### config.mk
export PLATFORM = sky130hd
export DESIGN_NAME = norm2_run_ctrl
export DESIGN_NICKNAME = d
export VERILOG_FILES = /design/src/rtl/norm2_pkg.sv /design/src/rtl/norm2_run_timer.sv /design/src/rtl/norm2_run_ctrl.sv
export SDC_FILE = /design/constraint.sdc
export NUM_CORES = 1
export LEC_CHECK = 0
export CAP_MARGIN = 0
export CORE_AREA = 2 2 149 151
export CTS_CLUSTER_DIAMETER = 120
export DETAILED_ROUTE_END_ITERATION = 10
export DIE_AREA = 0 0 151 153
export MAX_ROUTING_LAYER = met4
export PLACE_DENSITY_LB_ADDON = 0.1
export RECOVER_POWER = 50
export SETUP_SLACK_MARGIN = 0.3
export SYNTH_ARGS = -nofsm -noshare
export SYNTH_HDL_FRONTEND = slang
export SYNTH_HIERARCHICAL = 1
export SYNTH_SLANG_ARGS = --single-unit
### constraint.sdc
create_clock -name clk -period 13.7 [get_ports clk]
set_input_delay 3.425 -clock clk [delete_from_list [all_inputs] [get_ports clk]]
set_output_delay 3.425 -clock clk [all_outputs]
set_load 0.01 [all_outputs]
### src/rtl/norm2_pkg.sv
// Shared types and defaults for the norm2 run sequencer.
// Holds the sequencer state enum, array geometry defaults and run-status bundle.
package norm2_pkg;

   localparam int ADDR_W_D = 10;
   localparam int DATA_W_D = 27;
   localparam int RES_W_D  = 64;
   localparam int DEPTH_D  = 1000;

   typedef enum logic [1:0] {
      IDLE,
      LOAD,
      KICK,
      RUN
   } state_t;

   typedef struct packed {
      logic done;
      logic timeout;
      logic err;
   } run_status_t;

endpackage

### src/rtl/norm2_run_timer.sv
// Kernel run cycle counter with clear, enable and terminal-count flag.
// Ports: clk, rst, clr, en in; cyc (count), tc (cyc == TIMEOUT-1) out.
module norm2_run_timer #(
   parameter int CYC_W   = 32,
   parameter int TIMEOUT = 100000
) (
   input  logic             clk,
   input  logic             rst,
   input  logic             clr,
   input  logic             en,
   output logic [CYC_W-1:0] cyc,
   output logic             tc
);

   localparam logic [CYC_W-1:0] TC_VAL = CYC_W'(TIMEOUT - 1);

   always_ff @(posedge clk or posedge rst) begin
      if (rst) begin
         cyc <= '0;
      end else if (clr) begin
         cyc <= '0;
      end else if (en) begin
         cyc <= cyc + CYC_W'(1);
      end
   end

   // tc marks the last RUN cycle the kernel is allowed
   assign tc = (cyc == TC_VAL);

endmodule

### src/rtl/norm2_run_ctrl.sv
// Sequencer: streams words into the kernel array, kicks the kernel and
// collects its result. Ports: start/len/abort host control, in_* stream,
// controlArr* array port a, r_enable/w_enable/result kernel handshake,
// busy/done/timeout/err status, out_result/out_cycles latched results.
module norm2_run_ctrl
   import norm2_pkg::*;
#(
   parameter int ADDR_W  = ADDR_W_D,
   parameter int DATA_W  = DATA_W_D,
   parameter int RES_W   = RES_W_D,
   parameter int DEPTH   = DEPTH_D,
   parameter int TIMEOUT = 100000,
   parameter int CYC_W   = 32
) (
   input  logic              clk,
   input  logic              rst,
   input  logic              start,
   input  logic [ADDR_W:0]   len,
   input  logic              abort,
   input  logic              in_valid,
   input  logic [DATA_W-1:0] in_data,
   output logic              in_ready,
   output logic              controlArr,
   output logic              controlArrWEnable_a,
   output logic [ADDR_W-1:0] controlArrAddr_a,
   output logic [DATA_W-1:0] controlArrWData_a,
   output logic              r_enable,
   output logic [63:0]       init_i,
   output logic [63:0]       init_acc,
   input  logic              w_enable,
   input  logic [RES_W-1:0]  result,
   output logic              busy,
   output logic              done,
   output logic              timeout,
   output logic              err,
   output logic [RES_W-1:0]  out_result,
   output logic [CYC_W-1:0]  out_cycles
);

   state_t            state;
   state_t            state_nx;
   logic [ADDR_W:0]   len_q;
   logic [ADDR_W-1:0] cnt;
   logic              len_ok;
   logic              last;
   logic              accept;
   logic              load_len;
   logic              tmr_clr;
   logic              tmr_en;
   logic              res_ld;
   logic              tc;
   logic [CYC_W-1:0]  cyc;
   run_status_t       stat_d;
   run_status_t       stat_q;

   assign len_ok = (len != '0) &&
                   (len <= (ADDR_W+1)'(DEPTH));
   assign last   = ({1'b0, cnt} ==
                    len_q - (ADDR_W+1)'(1));

   norm2_run_timer #(
      .CYC_W   (CYC_W),
      .TIMEOUT (TIMEOUT)
   ) u_timer (
      .clk (clk),
      .rst (rst),
      .clr (tmr_clr),
      .en  (tmr_en),
      .cyc (cyc),
      .tc  (tc)
   );

   always_ff @(posedge clk or posedge rst) begin
      if (rst) begin
         state <= IDLE;
      end else begin
         state <= state_nx;
      end
   end

   always_comb begin
      state_nx = state;
      stat_d   = '0;
      accept   = 1'b0;
      load_len = 1'b0;
      tmr_clr  = 1'b0;
      tmr_en   = 1'b0;
      res_ld   = 1'b0;
      unique case (state)
         IDLE: begin
            if (start) begin
               if (len_ok) begin
                  load_len = 1'b1;
                  state_nx = LOAD;
               end else begin
                  stat_d.err = 1'b1;
               end
            end
         end
         LOAD: begin
            if (in_valid) begin
               accept = 1'b1;
               if (last) begin
                  state_nx = KICK;
               end
            end
         end
         KICK: begin
            tmr_clr  = 1'b1;
            state_nx = RUN;
         end
         RUN: begin
            tmr_en = 1'b1;
            // done beats timeout when both land together
            if (w_enable) begin
               res_ld      = 1'b1;
               stat_d.done = 1'b1;
               state_nx    = IDLE;
            end else if (tc) begin
               stat_d.timeout = 1'b1;
               state_nx       = IDLE;
            end
         end
         default: state_nx = IDLE;
      endcase
      // abort silences pulses, writes and latches
      if (abort) begin
         state_nx = IDLE;
         stat_d   = '0;
         accept   = 1'b0;
         load_len = 1'b0;
         res_ld   = 1'b0;
      end
   end

   always_ff @(posedge clk or posedge rst) begin
      if (rst) begin
         len_q      <= '0;
         cnt        <= '0;
         stat_q     <= '0;
         out_result <= '0;
         out_cycles <= '0;
      end else begin
         stat_q <= stat_d;
         if (load_len) begin
            len_q <= len;
            cnt   <= '0;
         end else if (accept) begin
            cnt <= cnt + ADDR_W'(1);
         end
         if (res_ld) begin
            out_result <= result;
            out_cycles <= cyc + CYC_W'(1);
         end
      end
   end

   assign in_ready   = (state == LOAD);
   assign controlArr = (state == IDLE) ||
                       (state == LOAD);
   assign r_enable   = (state == KICK);
   assign busy       = (state != IDLE);

   // write lands on the same edge that accepts the word
   assign controlArrWEnable_a = accept;
   assign controlArrAddr_a    =
      (state == LOAD) ? cnt : '0;
   assign controlArrWData_a   =
      (state == LOAD) ? in_data : '0;

   assign init_i   = 64'd0;
   assign init_acc = 64'd0;

   assign done    = stat_q.done;
   assign timeout = stat_q.timeout;
   assign err     = stat_q.err;

endmodule

# Word level (Yosys, flattened, before mapping)
# Index checks and enable logic that the tools add are counted.
[op_classes] n_reduce_logical=8 order_cmp=1 mux=33 addsub=3 eq_ne=10
[op_table] operator="32-bit two-way mux" count=2
[op_table] operator="32-bit by 1-bit adder with 32-bit output (second input constant)" count=1
[op_table] operator="32-bit by 17-bit equality test with 1-bit output (second input constant)" count=1
[op_table] operator="10-bit two-way mux" count=3
[op_table] operator="27-bit two-way mux" count=1
[op_table] operator="1-bit two-way mux" count=17
[op_table] operator="2-bit two-way mux" count=8
[op_table] operator="10-bit by 11-bit equality test with 1-bit output" count=1
[op_table] operator="11-bit by 10-bit less-or-equal comparator with 1-bit output (second input constant)" count=1
[op_table] operator="11-bit nonzero test" count=1
[op_table] operator="11-bit by 1-bit subtractor with 11-bit output (second input constant)" count=1
[op_table] operator="10-bit by 1-bit adder with 10-bit output (second input constant)" count=1
[op_table] operator="3-bit inequality test (second input constant)" count=3
[op_table] operator="2-bit case mux with 4 select lines" count=1
[op_table] operator="2-bit nonzero test" count=3
[op_table] operator="5-bit AND reduction" count=1
[op_table] operator="2-bit equality test (second input constant)" count=2
[op_table] operator="4-bit inequality test (second input constant)" count=1
[op_table] operator="3-bit two-way mux" count=1
[op_table] operator="3-bit by 2-bit inequality test with 1-bit output (second input constant)" count=1
[op_table] operator="2-bit by 1-bit equality test with 1-bit output (second input constant)" count=1
[op_table] operator="2-bit logical NOT" count=1
[op_table] operator="1-bit logical AND" count=1
[op_table] operator="1-bit logical OR" count=1
[totals] input_bits=108 ff_bits=154

# Depth between registers and ports, before layout
[depth] ltp_word=7 depth_mapped=9 ltp_nobuf=8

# By module
# The synthesis kept the hierarchy.
[modules_own_cells] mod="norm2_run_ctrl" area_per_inst_um2=6892.9 instances=1 cells_each=789
[modules_own_cells] mod="norm2_run_timer" area_per_inst_um2=1700.4 instances=1 cells_each=182

# Worst setup path after synthesis
# Ideal clock, no wire load.
[synth_timing] path_type="input port to output port" start="input port abort" end="output port controlArrWEnable_a" stages=3 required_ns=10.275 slack_ns=6.457 arrival_time_ns=3.818 path_buffers=1 path_cell_list="nor2b_1 > and2_1 > buf_2"
[synth_between] elab_chain_len=1
[synth_lines] element="start, declared" line="norm2_run_ctrl.sv:19" text="input logic abort,"
[synth_lines] element="1-bit two-way mux" line="norm2_run_ctrl.sv:127" text="if (abort) begin"
[synth_lines] element="end, declared" line="norm2_run_ctrl.sv:24" text="output logic controlArrWEnable_a,"
# Every way passes these cells.

==> results by group <==
Run status
  – Status: finished, violations left
  – Failing checks: max-capacitance violations, max-slew violations

Floorplanning
  – Die height: 153 um
  – Starting Density: between 30 and 40%
  – Core Footprint: between 0.02 and 0.025 mm2
  – Die area: approximately 0.023 mm2
  – DIE WIDTH: approximately 150 um
  – Ports: around 380
  – Rows: 54

Critical path
  – CP max stage delay: about 3.2 ns
  – Worst setup EP type: asynchronous set/reset pin
  – Critical Path AT: between 8 and 9 ns
  – Kind of critical path: in2async
  – CP max-delay cell: clkbuf_1
  – Worst setup SP type: primary input
  – FF-to-FF setup slack: around 9.4 ns
  – Worst EP required: 13.17 ns
  – Crit Path Max Fanout: 84
  – Crit-path cells: dlygate4sd3_1, clkinvlp_2, clkbuf_1

Hold path
  – Hold Path Class: reg2reg

Routing
  – Pre-antenna DRT Iters: 4
  – Final wirelength: 23.3 mm
  – Wirelength per Cell: ~16 um
  – Vias: around 7,000
  – Drt drc: 0
  – Vias per inst: around 4.7
  – DRT antenna net count: 0
  – DRC violation total after the first TritonRoute iteration: 401

Place
  – Hpwl dp: around 17 mm
  – Area post-placement: 0.0108 mm2
  – PortBufs: ~250
  – GPL Wtd Cong: between 0.8 and 0.9

Power and ir drop
  – Switching portion of total power: between 30% and 40%
  – Power Density: approximately 150 mW/mm2
  – Power Internal: roughly 1100 uW
  – Flop pwr share: roughly 38%
  – Sw power: approximately 560 uW
  – Comb power frac: between 30% and 40%
  – Clock share of power: ~29%
  – P_leak: 0.00534 uW
  – Max rail drop VDD: 0.0827 mV

Global routing
  – First-pass GRT wire length: around 35 mm
  – Initial antenna violation count: 0
  – GRT Total Usage: about a fifth
  – Largest net degree at the start of global routing: 100
  – Total grt overflow: 0
  – Vias in the first global route: 6,331

Layout
  – Final instance area: between 0.01 and 0.015 mm2
  – Reg area: 0.00385 mm2
  – Commonest non-fill, non-tap cell in the layout: nand2_1
  – ANT cells: 0
  – Most frequent cells in the layout: nand2_1 (254), dfrtp_1 (154), clkdlybuf4s50_1 (146)
  – Share of cells above drive strength 1: 4.35%
  – Filler Cells Inserted: just over 2,000
  – Footprint of the multi-input gates: approximately 0.0040 mm2
  – Final net count: 1,321
  – Area Growth Syn to Fin: 32.9%

Synth
  – Largest family of logic cells by synthesized area: simple AND/OR/NAND/NOR gates
  – Compound-Gate Fraction of Synth Area: 6.38%
  – Adder-cell share of the synthesized area: 1.31%
  – Proportion of synthesized area in mux cells: around 1.5%
  – Synth warn: 6
  – XOR/XNOR share of the synthesized area: under 10%
  – Avg Inst Size Synth: 8.85 um2
  – Register area share after synthesis: between 40% and 50%
  – Number of distinct library cells after synthesis: 57
  – Post-synthesis simple-gate area fraction: between 20% and 30%
  – Synthesis-stage register bit count: 154
  – Most used DFF post-synth: dfrtp_1
  – Mapped Area: between 0.008 and 0.009 mm2
  – Number of synthesized flops with an enable pin: 0
  – Post-synth ARST share: 100%
  – Cells after Synth: 971

Timing
  – Fmax: around 110 MHz
  – RSZ-0062 raised after global routing: false
  – Final number of max-transition violations: between 200 and 300
  – Slew HR: -200%
  – Worst clock skew: between 0.015 and 0.02 ns
  – Final hold vios: 0
  – Minimum clock period: between 8 and 9 ns
  – Setup TNS: 0 ns
  – Final period utilization: around 65%
  – Worst-margin pin slew: about 4.5 ns
  – Setup violators final: 0

Clock network
  – Root Buffer: clkbuf_16
  – Total CTS buffers: 17
  – # hold bufs at CTS: 0
  – Post-CTS Resized: 0
  – Postcts setup bufs: 0
  – CTS tree: yes
  – Clk buf depth: 2
  – H-tree levels: 4
  – CTS sink cnt: about 150
  – Clock slew at reported path FFs: around 0.06 ns
  – Clock Latency Late Sink: ~0.43 ns

Job
  – Max_cap viols: 5
[cells in the mapped netlist (all sizes together) (3+ instances only)]
| master | n | share of area, % |
|---|---|---|
| mux2i | 4 | 0.47 |
| buf | 137 | 12 |
| and3 | 10 | 0.74 |
| or4 | 15 | 1.3 |
| clkbuf | 29 | 1.3 |
| ha | 9 | 1.3 |
| or3 | 13 | 0.95 |
| dfrtp | 154 | 45 |
| nand4 | 23 | 1.7 |
| nor3 | 12 | 0.70 |
| nand2b | 5 | 0.36 |
| a21oi | 26 | 1.5 |
| nor4 | 14 | 1.2 |
| nand2 | 254 | 11 |
| xor2 | 35 | 3.6 |
| o31ai | 12 | 1.0 |
| nor2 | 36 | 1.6 |
| nor4b | 3 | 0.31 |
| xnor2 | 24 | 2.4 |
| and4 | 7 | 0.73 |
| nand3 | 23 | 1.5 |
| inv | 14 | 0.61 |
| and2 | 38 | 2.8 |
| nor2b | 3 | 0.22 |
| o21ai | 38 | 2.2 |
| mux2 | 8 | 1.0 |
[metrics by stage]
stage               total power [uW]  utilization (%)  setup WS (ns)  hold slack (ns)  std cells
finish                          1700             53.2           4.82            0.465       1497
floorplan                        957                -           6.46            0.514       1098
global placement                1260             50.5           5.17            0.456       1465
global route                    1810             53.2           3.58            0.487       1497
detailed placement              1270             50.5           5.16            0.461       1465
CTS                             1760             53.3           5.16            0.476       1497
[sequential cells by signal (all words and copies together), names as in the netlist]
| name | count |
|---|---|
| cnt | 10 |
| done | 1 |
| err | 1 |
| len_q | 11 |
| out_cycles | 32 |
| out_result | 64 |
| state | 2 |
| timeout | 1 |
| u_timer/cyc | 32 |
[critical path: cells and delay by family]
| family | cells | cell delay (ns) |
|---|---|---|
| buffers and inverters | 3 | 4.82 |
[final timing paths]
path / start / to / depth (start not counted)
max in group clk: abort / controlArrWEnable_a / 4
min in group asynchronous: rst / out_result[42] / 2
max reg2reg: state[0] / out_cycles[31] / 7
min: out_result[28] / out_result[28] / 2
max: rst / out_result[36] / 3
min reg2reg: out_result[28] / out_result[28] / 2
[layer usage]
| layer | global-route usage (%) | vias up | wire length [um] |
|---|---|---|---|
| met5 | - | - | 0 |
| li1 | - | 3458 | - |
| met3 | 4.42 | 14 | 1130 |
| met1 | 24.5 | 3320 | 9650 |
| met2 | 34.6 | 189 | 12200 |
| met4 | 5.03 | 0 | 255 |
[layout make-up]
class                   instances  share of cell area, %
clock buffers                  18                   3.85
clock inverters                14                   1.49
inverters                      14                  0.471
multi-input cells             764                   35.4
flip-flops and latches        154                   33.7
well taps                     280                   3.07
repair buffers                253                   21.9
[kinds of logic after synthesis]
| kind of cell | after synthesis |
|---|---|
| muxes | 12 |
| other | 1 |
| AOI/OAI and AO/OA | 89 |
| xor gates and xnor gates | 59 |
| adders and majority gates | 9 |
| and+or+nand+nor | 467 |
| buffers and inverters | 180 |
| DFF | 154 |
[power groups by stage]
stage | sequential, uW | clock (uW) | combinational (uW)
2_1_floorplan | 683 | 0 | 274
3_3_place_gp | 648 | 0 | 613
3_5_place_dp | 652 | 0 | 618
4_1_cts | 643 | 498 | 621
5_1_grt | 655 | 518 | 635
6_report | 638 | 486 | 578
Power figures use the tool's default switching activity.
